$ cat config.mk
export PLATFORM = sky130hd
export DESIGN_NAME = tex_spi_reader
export DESIGN_NICKNAME = d
export VERILOG_FILES = /design/src/rtl/rbzero_tex_pkg.sv /design/src/rtl/tex_spi_bitclk.sv /design/src/rtl/tex_spi_reader.sv
export SDC_FILE = /design/constraint.sdc
export NUM_CORES = 1
export LEC_CHECK = 0
export BUFFER_PORTS_ARGS = -buffer_cell sky130_fd_sc_hd__buf_2
export CAP_MARGIN = 20
export CORE_UTILIZATION = 56
export DETAILED_ROUTE_END_ITERATION = 10
export HOLD_SLACK_MARGIN = 0.12
export PLACE_DENSITY = 0.84
export SLEW_MARGIN = 20
export SYNTH_ARGS = -nofsm -noshare
export SYNTH_HDL_FRONTEND = slang
export SYNTH_SLANG_ARGS = --single-unit
$ cat constraint.sdc
create_clock -name clk -period 2.5 [get_ports clk]
set_clock_uncertainty 0.1 [all_clocks]
set_input_delay 0.5 -clock clk [delete_from_list [all_inputs] [get_ports clk]]
set_output_delay 0.5 -clock clk [all_outputs]
set_load 0.1 [all_outputs]
$ cat src/rtl/rbzero_tex_pkg.sv
// Shared constants and state encoding for the texture-flash SPI reader.
package rbzero_tex_pkg;

    localparam int unsigned CMD_BITS        = 8;
    localparam int unsigned ADDR_PHASE_BITS = 24;
    localparam logic [7:0]  READ_CMD        = 8'h03;

    typedef enum logic [2:0] {
        IDLE,
        CMD,
        ADDR,
        DATA,
        GAP
    } tex_state_t;

endpackage

$ cat src/rtl/tex_spi_bitclk.sv
// SPI bit-cell timing: a phase toggle (L/H half of each cell) and a counter of
// completed cells. sclk is the phase flop itself, so it idles low whenever
// run is deasserted and always returns low on the edge that ends a cell.
module tex_spi_bitclk #(
    parameter  int unsigned TOTAL_BITS = 40,
    localparam int unsigned CNT_W      = $clog2(TOTAL_BITS + 1)
) (
    input  logic             clk,
    input  logic             reset,
    input  logic             start,
    input  logic             run,
    output logic             phase,
    output logic [CNT_W-1:0] bit_cnt,
    output logic             cell_end,
    output logic             done
);

    logic last_bit;

    assign cell_end = run && phase;
    assign last_bit = (bit_cnt == CNT_W'(TOTAL_BITS - 1));
    assign done     = cell_end && last_bit;

    // Phase toggles every clk while running; counter advances as each cell ends.
    always_ff @(posedge clk) begin
        if (reset || start) begin
            phase   <= 1'b0;
            bit_cnt <= '0;
        end else if (run) begin
            phase <= ~phase;
            if (phase) begin
                bit_cnt <= bit_cnt + 1'b1;
            end
        end
    end

endmodule

$ cat src/rtl/tex_spi_reader.sv
// Single-SPI (READ 0x03) master fetching one texel per request from the
// texture flash. SCLK = clk/2, mode 0; one transfer in flight at a time.
module tex_spi_reader
    import rbzero_tex_pkg::*;
#(
    parameter int unsigned ADDR_BITS = 24,
    parameter int unsigned DATA_BITS = 8,
    parameter int unsigned CS_GAP    = 2
) (
    input  logic                 clk,
    input  logic                 reset,
    input  logic                 i_req,
    input  logic [ADDR_BITS-1:0] i_addr,
    output logic                 o_busy,
    output logic                 o_valid,
    output logic [DATA_BITS-1:0] o_data,
    output logic                 o_tex_csb,
    output logic                 o_tex_sclk,
    output logic                 o_tex_oeb0,
    output logic                 o_tex_out0,
    input  logic [3:0]           i_tex_in
);

    localparam int unsigned TX_BITS    = CMD_BITS + ADDR_PHASE_BITS;
    localparam int unsigned TOTAL_BITS = TX_BITS + DATA_BITS;
    localparam int unsigned CNT_W      = $clog2(TOTAL_BITS + 1);
    localparam int unsigned GAP_W      = $clog2(CS_GAP + 1);

    tex_state_t                 state;
    logic [TX_BITS-1:0]         tx;
    logic [DATA_BITS-1:0]       rx;
    logic [DATA_BITS-1:0]       rx_next;
    logic [GAP_W-1:0]           gap_cnt;
    logic [ADDR_PHASE_BITS-1:0] addr_ext;
    logic                       start;
    logic                       run;
    logic                       phase;
    logic [CNT_W-1:0]           bit_cnt;
    logic                       cell_end;
    logic                       done;
    logic                       unused_pads;

    // Address is zero-extended (or truncated) to the fixed 24-bit command field.
    assign addr_ext    = ADDR_PHASE_BITS'(i_addr);
    assign start       = (state == IDLE) && i_req && !o_busy;
    assign run         = (state == CMD) || (state == ADDR) || (state == DATA);
    assign rx_next     = (rx << 1) | DATA_BITS'(i_tex_in[1]);
    assign o_tex_sclk  = phase;
    assign unused_pads = ^{i_tex_in[3:2], i_tex_in[0]};

    tex_spi_bitclk #(
        .TOTAL_BITS(TOTAL_BITS)
    ) u_bitclk (
        .clk     (clk),
        .reset   (reset),
        .start   (start),
        .run     (run),
        .phase   (phase),
        .bit_cnt (bit_cnt),
        .cell_end(cell_end),
        .done    (done)
    );

    // Transfer FSM with the command/address and data shift registers.
    always_ff @(posedge clk) begin
        if (reset) begin
            state      <= IDLE;
            o_busy     <= 1'b0;
            o_valid    <= 1'b0;
            o_data     <= '0;
            o_tex_csb  <= 1'b1;
            o_tex_oeb0 <= 1'b1;
            o_tex_out0 <= 1'b0;
            tx         <= '0;
            rx         <= '0;
            gap_cnt    <= '0;
        end else begin
            o_valid <= 1'b0;
            case (state)
                IDLE: begin
                    if (start) begin
                        state      <= CMD;
                        o_busy     <= 1'b1;
                        o_tex_csb  <= 1'b0;
                        o_tex_oeb0 <= 1'b0;
                        tx         <= {READ_CMD, addr_ext};
                        o_tex_out0 <= READ_CMD[CMD_BITS-1];
                        rx         <= '0;
                    end
                end
                CMD: begin
                    if (cell_end) begin
                        tx         <= tx << 1;
                        o_tex_out0 <= tx[TX_BITS-2];
                        if (bit_cnt == CNT_W'(CMD_BITS - 1)) begin
                            state <= ADDR;
                        end
                    end
                end
                ADDR: begin
                    if (cell_end) begin
                        if (bit_cnt == CNT_W'(TX_BITS - 1)) begin
                            state      <= DATA;
                            o_tex_out0 <= 1'b0;
                            o_tex_oeb0 <= 1'b1;
                        end else begin
                            tx         <= tx << 1;
                            o_tex_out0 <= tx[TX_BITS-2];
                        end
                    end
                end
                DATA: begin
                    if (cell_end) begin
                        rx <= rx_next;
                        if (done) begin
                            state     <= GAP;
                            o_tex_csb <= 1'b1;
                            o_data    <= rx_next;
                            o_valid   <= 1'b1;
                            gap_cnt   <= GAP_W'(CS_GAP - 1);
                        end
                    end
                end
                GAP: begin
                    if (gap_cnt == '0) begin
                        state  <= IDLE;
                        o_busy <= 1'b0;
                    end else begin
                        gap_cnt <= gap_cnt - 1'b1;
                    end
                end
                default: state <= IDLE;
            endcase
        end
    end

endmodule

# Yosys cells after proc, flatten, opt, wreduce, memory -nomap -nowiden
# Cells that the tools add are included.
# word_totals
regBits,63
latch_bits,0
ramBits,0
rom_bits,0
in_bits,31
out_inout_bits,14
wordCells,97
memories,0
# classes
n_addsub,2
multipliers,0
div_mod_pow,0
magnitude_cmp,0
n_eq_ne,17
shift,0
n_mux,36
bitwise_logic,4
reduce_logical,26
# op_table
op,count
$mux 31,4
$pmux 31 s3,1
$mux 3,8
$reduce_and 4->1,4
$pmux 3 s5,1
$mux 7,2
$pmux 7 s2,1
$ne 2x1->1 const B,6
$mux 1,11
$reduce_and 3->1,3
$ne 2x2->1 const B,4
$or 8x1->8,1
$reduce_and 8->1,1
$reduce_bool 2->1,4
$add 6x1->6 const B,1
$eq 3x2->1 const B,2
$eq 6x3->1 const B,1
$eq 6x5->1 const B,1
$eq 6x6->1 const B,1
$mux 2,3
$pmux 1 s2,3
$reduce_and 5->1,1
$logic_and 1x1->1,4
$pmux 2 s2,1
other kinds (12),16

# Depth between registers and ports, before layout
# logic_depth
ltp_word,8
depth_mapped,7
ltp_nobuf,5

# Modules after synthesis
# From an unflattened synthesis, not the netlist that was laid out.
# unflattened
cells_unflattened,342
area_unflattened_um2,2874.0
# by_module_without_submodules
module,instances,cells_each,area_per_inst_um2,seq_area_each_um2
tex_spi_reader,1,305,2558.7,1121.1
tex_spi_bitclk,1,37,315.3,140.1

# Least setup slack after synthesis
# No wires, ideal clock.
# synth_timing
path_kind,flip-flop to flip-flop
start,register u_bitclk.phase
end,register tx[4]
setup_time_ns,0.139
arrival_ns,2.240
t_required_ns,2.261
slack_ns,0.020
path_stages_with_launch,8
path_cell_list,dfxtp_1 clkbuf_1 nand2b_1 or2_2 buf_2 o21ai_4 buf_4 a221oi_1
# synth_between
elab_chain_cells,3
word_cells_on_any_way,4
cone_classes,eq/ne (2); reduce/logical (2)
# synth_lines
element,line,source
"start, declared",tex_spi_bitclk.sv:12,"output logic phase,"
"start signal, assigned",tex_spi_bitclk.sv:30,phase <= ~phase;
$logic_and 1x1->1 (*),tex_spi_bitclk.sv:20,assign cell_end = run && phase;
$ne 2x1->1 (no line),--,
$reduce_and 5->1 (no line) (*),--,
"end signal, assigned",tex_spi_reader.sv:86,"tx <= {READ_CMD, addr_ext};"
"end signal, assigned",tex_spi_reader.sv:93,tx <= tx << 1;
"end signal, assigned",tex_spi_reader.sv:107,tx <= tx << 1;
"end, declared",tex_spi_reader.sv:30,logic [TX_BITS-1:0] tx;
# Every way passes the cells marked *; elsewhere a longest branch is shown, timed or not.
# A chain may end at the register's enable or synchronous reset.

# Final worst setup path
# layout_timing
start,register state[0]
end,register tx[19]
# layout_between
elab_chain_cells,6
word_cells_on_any_way,16
cone_classes,eq/ne (7); mux (1); reduce/logical (8)
# layout_lines
element,line,source
"start, declared",tex_spi_reader.sv:29,tex_state_t state;
"start signal, assigned",tex_spi_reader.sv:67,state <= IDLE;
"start signal, assigned",tex_spi_reader.sv:82,state <= CMD;
"start signal, assigned",tex_spi_reader.sv:96,state <= ADDR;
$eq 3x1->1 / $eq 3x2->1 (equally long branches),"tex_spi_reader.sv:46, tex_spi_reader.sv:79",
$logic_or 1x1->1 (2 in series),tex_spi_reader.sv:46,assign run = (state == CMD) || (state == ADDR) || (state == DATA);
$logic_and 1x1->1,tex_spi_bitclk.sv:20,
$ne 2x1->1 (no line),--,
$reduce_and 5->1 (no line),--,
# Several ways; a longest one is shown, not always the timed one.

==> impl_metrics.env <==
export IMPL_synth_fa_ha_area_share_pct=0.863
export IMPL_synthMuxAreaShare_pct=12.1
export IMPL_yosys_warnings=0
export IMPL_worst_pin_slew_ns=0.510
export IMPL_worst_setup_path_type="reg -> reg"
export IMPL_p_leak_nw=1.42
export IMPL_antenna_cells=0
export IMPL_final_util_pct=68.1
export IMPL_syn2layout_area_growth_pct=13.8
export IMPL_final_design_area_no_fill_mm2=0.00330
export IMPL_avgSynthCellArea_um2=9.47
export IMPL_cts_tree="yes"
export IMPL_rsz0062_at_grt="false"
export IMPL_finalMaxSlewViolations=0
export IMPL_hold_viol=0
export IMPL_routed_via_density=5.66
export IMPL_dieHeight_um=74.0
export IMPL_insertion_delay_ns=0.34
export IMPL_drt_initial_drc_count=138
export IMPL_firstDrtPassIters=4
export IMPL_die_area_mm2=0.00547
export IMPL_ir_worst_vdd_mv=0.428
export IMPL_period_needed_ns=2.07
export IMPL_critPathMaxFanout=28
export IMPL_cts_hold_buffers=0
export IMPL_post_place_ws_ns=0.364
export IMPL_yosysTopAreaCell="dfxtp_1"
export IMPL_cp_end_kind="flip-flop"
export IMPL_grt_antenna_before_repair=0
export IMPL_synth_top_family_by_area="simple AND/OR/NAND/NOR gates"
export IMPL_clk_path_buf_depth=2
export IMPL_syn_inst=306
export IMPL_path_clk_slew_ns=0.07
export IMPL_synth_xor_area_share_pct=2.42
export IMPL_final_layout_size_suffix_gt1_share_pct=21.5
export IMPL_r2r_end="tx[19]"
export IMPL_numCtsBuffers=9
export IMPL_ff2ff_setup_slack_ns=0.43
export IMPL_wl_um=5740
export IMPL_io_buffers=41
export IMPL_layout_common_cells="63 x dfxtp_1, 42 x nor2_1, 41 x buf_2"
export IMPL_antenna_left=0
export IMPL_synth_compound_area_share_pct=17.2
export IMPL_core_mm2=0.00485
export IMPL_ys_flop_type="dfxtp_1"
export IMPL_synth_area_top_cells="dfxtp_1 44%, mux2i_1 12%, a221oi_1 6.9%"
export IMPL_postSynth_asyncResetShare_pct=0
export IMPL_fill_cells=369
export IMPL_arrival_ns=2.16
export IMPL_cap_violations=0
export IMPL_holdPathEnd="tx[0]"
export IMPL_syn_nets=339
export IMPL_cts_sinks=63
export IMPL_overflow=0
export IMPL_die_width_um=74.0
export IMPL_max_slew_margin_pct=65.8
export IMPL_required_ns=2.59
export IMPL_netlist_area_mm2=0.00290
export IMPL_wire_per_inst_um=14.0
export IMPL_period_share_pct=82.8
export IMPL_rr_worst_depth=5
export IMPL_grt_pass1_wl_um=9550
export IMPL_timing_rr_start="state[0]"
export IMPL_cts_setup_buffers=0
export IMPL_gp_congestion=0.843
export IMPL_grt_pass1_vias=2193
export IMPL_start_util_pct=59.8
export IMPL_postPlaceCellArea_mm2=0.00310
export IMPL_min_delay_start="i_addr[0]"
export IMPL_io_pins=45
export IMPL_hold_class="in -> reg"
export IMPL_cts_max_level=3
export IMPL_setup_viol=0
export IMPL_drc=0
export IMPL_fin_tns_setup_ns=0
export IMPL_cp_start_kind="flip-flop"
export IMPL_synth_simple_area_share_pct=17.5
export IMPL_clock_root_buffer="clkbuf_8"
export IMPL_outcome="finished clean"
export IMPL_cellPowerDensity_mw_per_mm2=684
export IMPL_grt_max_degree=48
export IMPL_worst_slack_ns=0.431
export IMPL_vias=2326
export IMPL_dpl_hpwl_um=3670
export IMPL_synth_top_area_share_pct=43.5
export IMPL_mostFrequentLayoutCell="dfxtp_1"
export IMPL_num_nets_final=372
export IMPL_fp_row_count=25
export IMPL_ys_types=47
export IMPL_synth_edf_count=0
export IMPL_clock_fmax_mhz=483
export IMPL_min_path_cells=3
export IMPL_grt_usage_pct=22.8
export IMPL_ys_ff_latch=63
export IMPL_yosysSeqAreaShare_pct=43.5
export IMPL_cts_resized=0
==> worst max path at each step <==
stage | startpoint | end | slack [ns] | depth (start not counted)
global route | state[1] | tx[28] | 0.29 | 5
global placement | i_req | tx[14] | 0.37 | 6
floorplan | u_bitclk.phase | tx[4] | 0.02 | 7
finish | state[0] | tx[19] | 0.43 | 5
detailed placement | i_req | tx[3] | 0.36 | 6
CTS | state[0] | tx[19] | 0.43 | 5
==> kinds of logic after synthesis <==
kind of cell	after synthesis
flops	63
compound gates	62
simple gates	102
fa+ha+maj	2
mux	35
buf+inv	34
xor+xnor	8
==> synth_stat cells (4+ instances only) <==
| cell | n |
|---|---|
| nand4_1 | 6 |
| xor2_1 | 5 |
| nor3_1 | 8 |
| nand3_1 | 6 |
| and2_1 | 10 |
| dfxtp_1 | 63 |
| mux2i_1 | 35 |
| a22o_1 | 6 |
| a221oi_1 | 23 |
| a21oi_1 | 9 |
| buf_2 | 5 |
| nand2_1 | 13 |
| buf_6 | 5 |
| buf_4 | 4 |
| a211oi_1 | 4 |
| inv_1 | 6 |
| nor2_1 | 42 |
| clkbuf_1 | 12 |
==> report_power, final <==
| part | internal [mW] | switching [mW] |
|---|---|---|
| clock network | 0.467 | 0.371 |
| registers | 1.06 | 0.0310 |
| logic | 0.128 | 0.200 |
==> critical path, stage by stage, from the launching register on <==
cell	delay, ns
dfxtp_1	0.42
or4b_4	0.59
or2_0	0.28
o21ai_4	0.07
buf_4	0.30
a221oi_1	0.16
==> registers in the layout, summed over array words and instances (netlist names) <==
register          flops
gap_cnt               2
o_tex_csb             1
u_bitclk.phase        1
tx                   31
u_bitclk.bit_cnt      6
state                 3
o_tex_out0            1
o_data                8
o_busy                1
rx                    7
o_valid               1
o_tex_oeb0            1
==> layer usage <==
metal	up-vias	global-route usage, %	part of all wire (%)
li1	1177	-	-
met1	1083	27.2	46
met2	58	38.5	48
met3	8	6.64	5.0
met4	0	9.40	1.4
met5	-	0	0
==> final cells by class <==
class / count / area, µm² / area share, %
Multi-Input combinational cell: 209 / 1450 / 44.0
Sequential cell: 63 / 1260 / 38.2
Timing Repair Buffer: 50 / 285 / 8.65
Clock buffer: 14 / 183 / 5.54
Tap cell: 67 / 83.8 / 2.54
Inverter: 6 / 22.5 / 0.683
Clock inverter: 2 / 12.5 / 0.379
==> through the flow <==
| stage | std cells | power (mW) | hold slack (ns) |
|---|---|---|---|
| after floorplan | 306 | 1.37 | 0.342 |
| after global placement | 395 | 1.43 | 0.339 |
| after detailed placement | 395 | 1.44 | 0.345 |
| after CTS | 411 | 2.27 | 0.335 |
| after global routing | 411 | 2.35 | 0.359 |
| final | 411 | 2.26 | 0.344 |
No activity file was read; power rests on OpenSTA's default activity.
